`src/rtl/fusion_sequencer.sv`:
```
// fusion_sequencer: breaks one 2/4/8 x 2/4/8-bit multiply (each operand
// signed or unsigned) into 2-bit slice pairs, issues one pair per cycle to an
// external bitbrick, and shift-adds the 6-bit signed partial products into a
// 16-bit two's-complement result.
module fusion_sequencer (
    input  logic        clk,
    input  logic        reset,
    input  logic        start,
    input  logic [7:0]  a,
    input  logic [7:0]  b,
    input  logic [1:0]  a_bits,
    input  logic [1:0]  b_bits,
    input  logic        a_signed,
    input  logic        b_signed,
    output logic [1:0]  bb_x,
    output logic [1:0]  bb_y,
    output logic        bb_sign_x,
    output logic        bb_sign_y,
    input  logic [5:0]  bb_p,
    output logic        busy,
    output logic        done,
    output logic [15:0] result
);

    typedef enum logic [1:0] {IDLE, ISSUE, DRAIN} state_t;

    state_t state_q, state_d;

    // Captured operation (valid while busy)
    logic [7:0] a_q, b_q;
    logic [1:0] la_q, lb_q;          // index of the top slice of A / B
    logic       sa_q, sb_q;

    // Indices of the pair currently on the bitbrick inputs
    logic [1:0] cur_i, cur_j;

    // Shift tag pipeline that follows each issued pair to its product
    logic       vld_p0, vld_p1;
    logic [2:0] sh_p0, sh_p1;        // slice weight i+j; bit shift is 2*(i+j)

    logic signed [15:0] acc;
    logic signed [15:0] acc_sum;
    logic [15:0]        result_q;

    // Next-state decode outputs
    logic       issue, finish, accept;
    logic [1:0] pi, pj;

    // Operand sources: live inputs in the accepting cycle, captured copies after
    logic [7:0] src_a, src_b;
    logic [1:0] src_la, src_lb;
    logic       src_sa, src_sb;

    function automatic logic [1:0] last_idx(input logic [1:0] bits);
        case (bits)
            2'b00:   return 2'd0;
            2'b01:   return 2'd1;
            default: return 2'd3;
        endcase
    endfunction

    function automatic logic [1:0] slice(input logic [7:0] v, input logic [1:0] idx);
        return v[{idx, 1'b0} +: 2];
    endfunction

    // Sign-extend a bitbrick product and place it at its slice weight
    function automatic logic signed [15:0] align_product(input logic [5:0] p, input logic [2:0] w);
        logic signed [15:0] ext;
        ext = {{10{p[5]}}, p};
        return ext <<< {w, 1'b0};
    endfunction

    assign src_a  = (state_q == IDLE) ? a                  : a_q;
    assign src_b  = (state_q == IDLE) ? b                  : b_q;
    assign src_la = (state_q == IDLE) ? last_idx(a_bits)   : la_q;
    assign src_lb = (state_q == IDLE) ? last_idx(b_bits)   : lb_q;
    assign src_sa = (state_q == IDLE) ? a_signed           : sa_q;
    assign src_sb = (state_q == IDLE) ? b_signed           : sb_q;

    assign acc_sum = acc + (vld_p1 ? align_product(bb_p, sh_p1) : 16'sd0);

    // Next-state logic: walk the i/j slice loops, then drain the product pipe
    always_comb begin
        state_d = state_q;
        issue   = 1'b0;
        finish  = 1'b0;
        accept  = 1'b0;
        pi      = cur_i;
        pj      = cur_j;
        case (state_q)
            IDLE: begin
                if (start) begin
                    accept  = 1'b1;
                    issue   = 1'b1;
                    pi      = 2'd0;
                    pj      = 2'd0;
                    state_d = (src_la == 2'd0 && src_lb == 2'd0) ? DRAIN : ISSUE;
                end
            end
            ISSUE: begin
                issue = 1'b1;
                if (cur_j == lb_q) begin
                    pj = 2'd0;
                    pi = cur_i + 2'd1;
                end else begin
                    pj = cur_j + 2'd1;
                end
                if (pi == la_q && pj == lb_q) begin
                    state_d = DRAIN;
                end
            end
            DRAIN: begin
                // Last product is being added when only stage 1 still holds a tag
                if (vld_p1 && !vld_p0) begin
                    finish  = 1'b1;
                    state_d = IDLE;
                end
            end
            default: state_d = IDLE;
        endcase
    end

    // State register
    always_ff @(posedge clk or negedge reset) begin
        if (!reset) state_q <= IDLE;
        else        state_q <= state_d;
    end

    // Operand capture at start acceptance
    always_ff @(posedge clk or negedge reset) begin
        if (!reset) begin
            a_q  <= '0;
            b_q  <= '0;
            la_q <= '0;
            lb_q <= '0;
            sa_q <= 1'b0;
            sb_q <= 1'b0;
        end else if (accept) begin
            a_q  <= a;
            b_q  <= b;
            la_q <= last_idx(a_bits);
            lb_q <= last_idx(b_bits);
            sa_q <= a_signed;
            sb_q <= b_signed;
        end
    end

    // Stage p0: drive the slice pair and launch its weight tag
    always_ff @(posedge clk or negedge reset) begin
        if (!reset) begin
            bb_x      <= '0;
            bb_y      <= '0;
            bb_sign_x <= 1'b0;
            bb_sign_y <= 1'b0;
            cur_i     <= '0;
            cur_j     <= '0;
            vld_p0    <= 1'b0;
            sh_p0     <= '0;
        end else begin
            bb_x      <= issue ? slice(src_a, pi) : 2'd0;
            bb_y      <= issue ? slice(src_b, pj) : 2'd0;
            bb_sign_x <= issue & src_sa & (pi == src_la);
            bb_sign_y <= issue & src_sb & (pj == src_lb);
            cur_i     <= pi;
            cur_j     <= pj;
            vld_p0    <= issue;
            sh_p0     <= {1'b0, pi} + {1'b0, pj};
        end
    end

    // Stage p1: tag aligned with the product the bitbrick is computing
    always_ff @(posedge clk or negedge reset) begin
        if (!reset) begin
            vld_p1 <= 1'b0;
            sh_p1  <= '0;
        end else begin
            vld_p1 <= vld_p0;
            sh_p1  <= sh_p0;
        end
    end

    // Accumulate returned products; publish result and pulse done on the last add
    always_ff @(posedge clk or negedge reset) begin
        if (!reset) begin
            acc      <= '0;
            result_q <= '0;
            done     <= 1'b0;
        end else begin
            acc  <= accept ? 16'sd0 : acc_sum;
            done <= finish;
            if (finish) result_q <= acc_sum;
        end
    end

    assign busy   = (state_q != IDLE);
    assign result = result_q;

endmodule

```
`config.mk`:
```
export PLATFORM = sky130hd
export DESIGN_NAME = fusion_sequencer
export DESIGN_NICKNAME = d
export VERILOG_FILES = /design/src/rtl/fusion_sequencer.sv
export SDC_FILE = /design/constraint.sdc
export NUM_CORES = 1
export LEC_CHECK = 0
export ABC_CLOCK_PERIOD_IN_PS = 3500
export CAP_MARGIN = 20
export CORE_MARGIN = 3
export CORE_UTILIZATION = 35
export DETAILED_ROUTE_END_ITERATION = 8
export DONT_BUFFER_PORTS = 1
export PLACE_DENSITY = 0.53
export SLEW_MARGIN = 20
export SYNTH_ARGS = -nofsm -noshare
export SYNTH_HDL_FRONTEND = slang
export SYNTH_SLANG_ARGS = --single-unit
```
`constraint.sdc`:
```
create_clock -name clk -period 3.5 [get_ports clk]
set_input_delay 0.7 -clock clk [delete_from_list [all_inputs] [get_ports clk]]
set_output_delay 0.7 -clock clk [all_outputs]
set_load 0.02 [all_outputs]
```
==> results.md <==
* Outcome: completed
* I/O Buffers at 0
* GRT Overall Usage at 0.152
* CTS Sinks at 75
* MaxCap Viol Count at 0
* CTS tree: built
* Most used flip-flop cell after synthesis: dfrtp_1
* Max Freq at 334 MHz
* Non-filler instance count after layout at 583
* Setup Viol. Count Final at 0
* Slew Viols, Final at 0
* Number of DRC markers in iteration 0 at 151
* FF+latch count, synth at 75
* Synth cell types at 60
* Worst Setup End Kind: register
* CP Launch Type: register
* Maximum vdd drop at 0.429 mV
* Area Growth Syn to Fin at 10.0%
* DRT Pass-1 Iters at 4
* RD Place Congestion at 0.856
* Ports at 55
* Vias per cell at 5.39
* Worst-Margin Slew at 0.727 ns
* Count leader, synth: dfrtp_1
* Later-pin clock latency in the skew report at 0.34 ns
* Detail Placement HPWL at 7090 µm
* Initial Utilization at 0.367
* Die area at 13600 µm²
* CP arrival at 3.23 ns
* Synth Warn # at 0
* Synthesized Nets at 489
* Nets at 485
* Routed via count at 3144
* Cell Area, Synth at 4280 µm²
* Multi-input gate area at 2260 µm²
* Cts repair resizes at 0
* CTS root buffer: clkbuf_16
* DP Cell Count at 568
* Number of enable flip-flop cells after synthesis at 0
* Initial antenna violation count at 0
* Fin crit share at 0.856
* Syn_area_per_cell at 9.73 µm²
* CTS max path bufs at 2
* Syn Inst Count at 440
* H-tree depth at 3
* Setup Fix Bufs, Post-CTS at 0
* Setup TNS at 0 ns
* Worst Clk Skew at 0.00562 ns
* Worst Path Max Fanout at 11
* Async set-reset flop share out of synthesis at 1.00
* Dominant cell type by area after synthesis: dfrtp_1
* Share of layout cells above drive strength 1 at 0.123
* Seq. cell area at 1880 µm²
* # DRC at 0
* Fin. Hold Viols at 0
* Unrepaired setup endpoints after global routing: false
* Fillers at 1119
* Row count at 39
* Post-synth top area share at 0.438
* First-pass GRT wire length at 15800 µm
* CTS Buf Count at 9
* Top cells by instance count after synthesis: dfrtp_1 (75), nand2_1 (49), nor2_1 (40)
* Synth area leaders: dfrtp_1 (44%), mux2_2 (6.3%), ha_1 (4.7%)
* Sequential share of the synthesized area at 0.438
* Kind of critical path: reg -> reg
* Required time of the critical path at 3.74 ns
* Grt total ovfl at 0
* Die Span Y at 117 µm
* Largest net degree at the start of global routing at 76
* Final ANT Viol Nets at 0
* Leak at 2.06 nW
* Slew margin rel. at 0.514
* Post-layout min period at 3.00 ns
* Pwr dens at 1120 nW/µm²
* Cts hold-fix bufs at 0
* Core area at 11700 µm²
* Vias in the first global route at 3132
* Clock slew at reported path FFs at 0.06 ns
* Worst Hold Class: in -> async
* Antenna cells at 0
* Die width at 117 µm
* WL/cell at 16.8 µm
* Total Wirelength at 9810 µm
[metrics by stage]
stage	utilization	power [mW]	hold WS [ns]	cell area, µm²	worst slack (ns)
detailed placement	0.377	4.31	0.362	4390	0.484
finish	0.404	5.27	0.0528	4710	0.505
CTS	0.404	5.33	0.0423	4710	0.520
floorplan	-	3.75	0.331	4280	0.705
global placement	0.377	4.27	0.372	4390	0.490
global route	0.404	5.72	0.0329	4710	0.209
[final timing paths]
check,from,to,slack (ns),depth (start not counted)
max in group asynchronous,reset,acc[7],3.32,0
worst max-delay path,sh_p1[0],result[15],0.50,11
worst max register to register,sh_p1[0],result[15],0.50,11
worst min register to register,sh_p0[1],sh_p1[1],0.37,0
worst min-delay path,reset,a_q[3],0.05,0
min in group clk,sh_p0[1],sh_p1[1],0.37,0
[layout make-up]
class	count	share of cell area
clock buffer	9	0.0478
clock inverter	6	0.0191
inverter	12	0.00956
multi-input combinational	334	0.481
sequential	75	0.399
tap	143	0.0380
timing repair buffer	4	0.00638
[worst max-delay path, stage by stage, from the launching register on]
cell and delay, ns:
dfrtp_1 0.54, mux2_2 0.41, a21oi_1 0.15, o22a_1 0.15, nor2_1 0.04, ha_1 0.44
nand2_1 0.12, or3_1 0.36, o21ai_0 0.10, or2_1 0.25, o21ai_0 0.12, nor4_1 0.22
[report_power, final]
| part | leakage [nW] | switching [mW] | internal (mW) |
|---|---|---|---|
| logic | 0.986 | 1.45 | 1.08 |
| clock network | 0.152 | 0.366 | 0.622 |
| registers | 0.923 | 0.457 | 1.29 |
| total | 2.06 | 2.28 | 2.99 |
[metal layers]
metal	track usage	vias to the layer above	wire length (µm)
met5	0	-	0
met1	0.191	1529	4370
li1	-	1538	-
met4	0.0520	0	183
met2	0.248	62	4780
met3	0.0472	15	482
[layout by cell type (no fill, tap or decap), types with 3 or more instances in the layout]
| cell | n |
|---|---|
| a22oi_1 | 5 |
| clkbuf_16 | 9 |
| nand2_1 | 49 |
| nand2b_1 | 7 |
| xnor2_1 | 10 |
| nor2_1 | 39 |
| inv_1 | 11 |
| dfrtp_1 | 75 |
| a21o_1 | 4 |
| a211oi_1 | 3 |
| nand4_1 | 3 |
| o21ai_0 | 32 |
| mux2_1 | 3 |
| o21a_1 | 5 |
| nor3_1 | 9 |
| nor2b_1 | 11 |
| mux2_2 | 24 |
| nor4_1 | 3 |
| mux2i_1 | 18 |
| buf_4 | 4 |
| o21ai_1 | 7 |
| a21oi_1 | 27 |
| ha_1 | 16 |
| xor2_1 | 8 |
| and2_1 | 3 |
| nand3_1 | 5 |
| a31oi_1 | 4 |
[flip-flops by register name, summed over array words and instances, names as in the netlist, 2 cells and up]
| name | cells |
|---|---|
| sh_p0 | 3 |
| b_q | 8 |
| bb_x | 2 |
| state_q | 2 |
| result | 16 |
| a_q | 8 |
| bb_y | 2 |
| sh_p1 | 3 |
| lb_q | 2 |
| la_q | 2 |
| cur_i | 2 |
| acc | 16 |
| cur_j | 2 |
[kinds of logic after synthesis]
kind of cell             synth area share
AND/OR/NAND/NOR                     0.159
AO/OA/AOI/OAI                       0.154
flip-flops                          0.438
multiplexers                        0.113
buffers and inverters              0.0345
XOR/XNOR                           0.0444
adder cells (fa/ha/maj)            0.0561
Power figures use the tool's default switching activity.
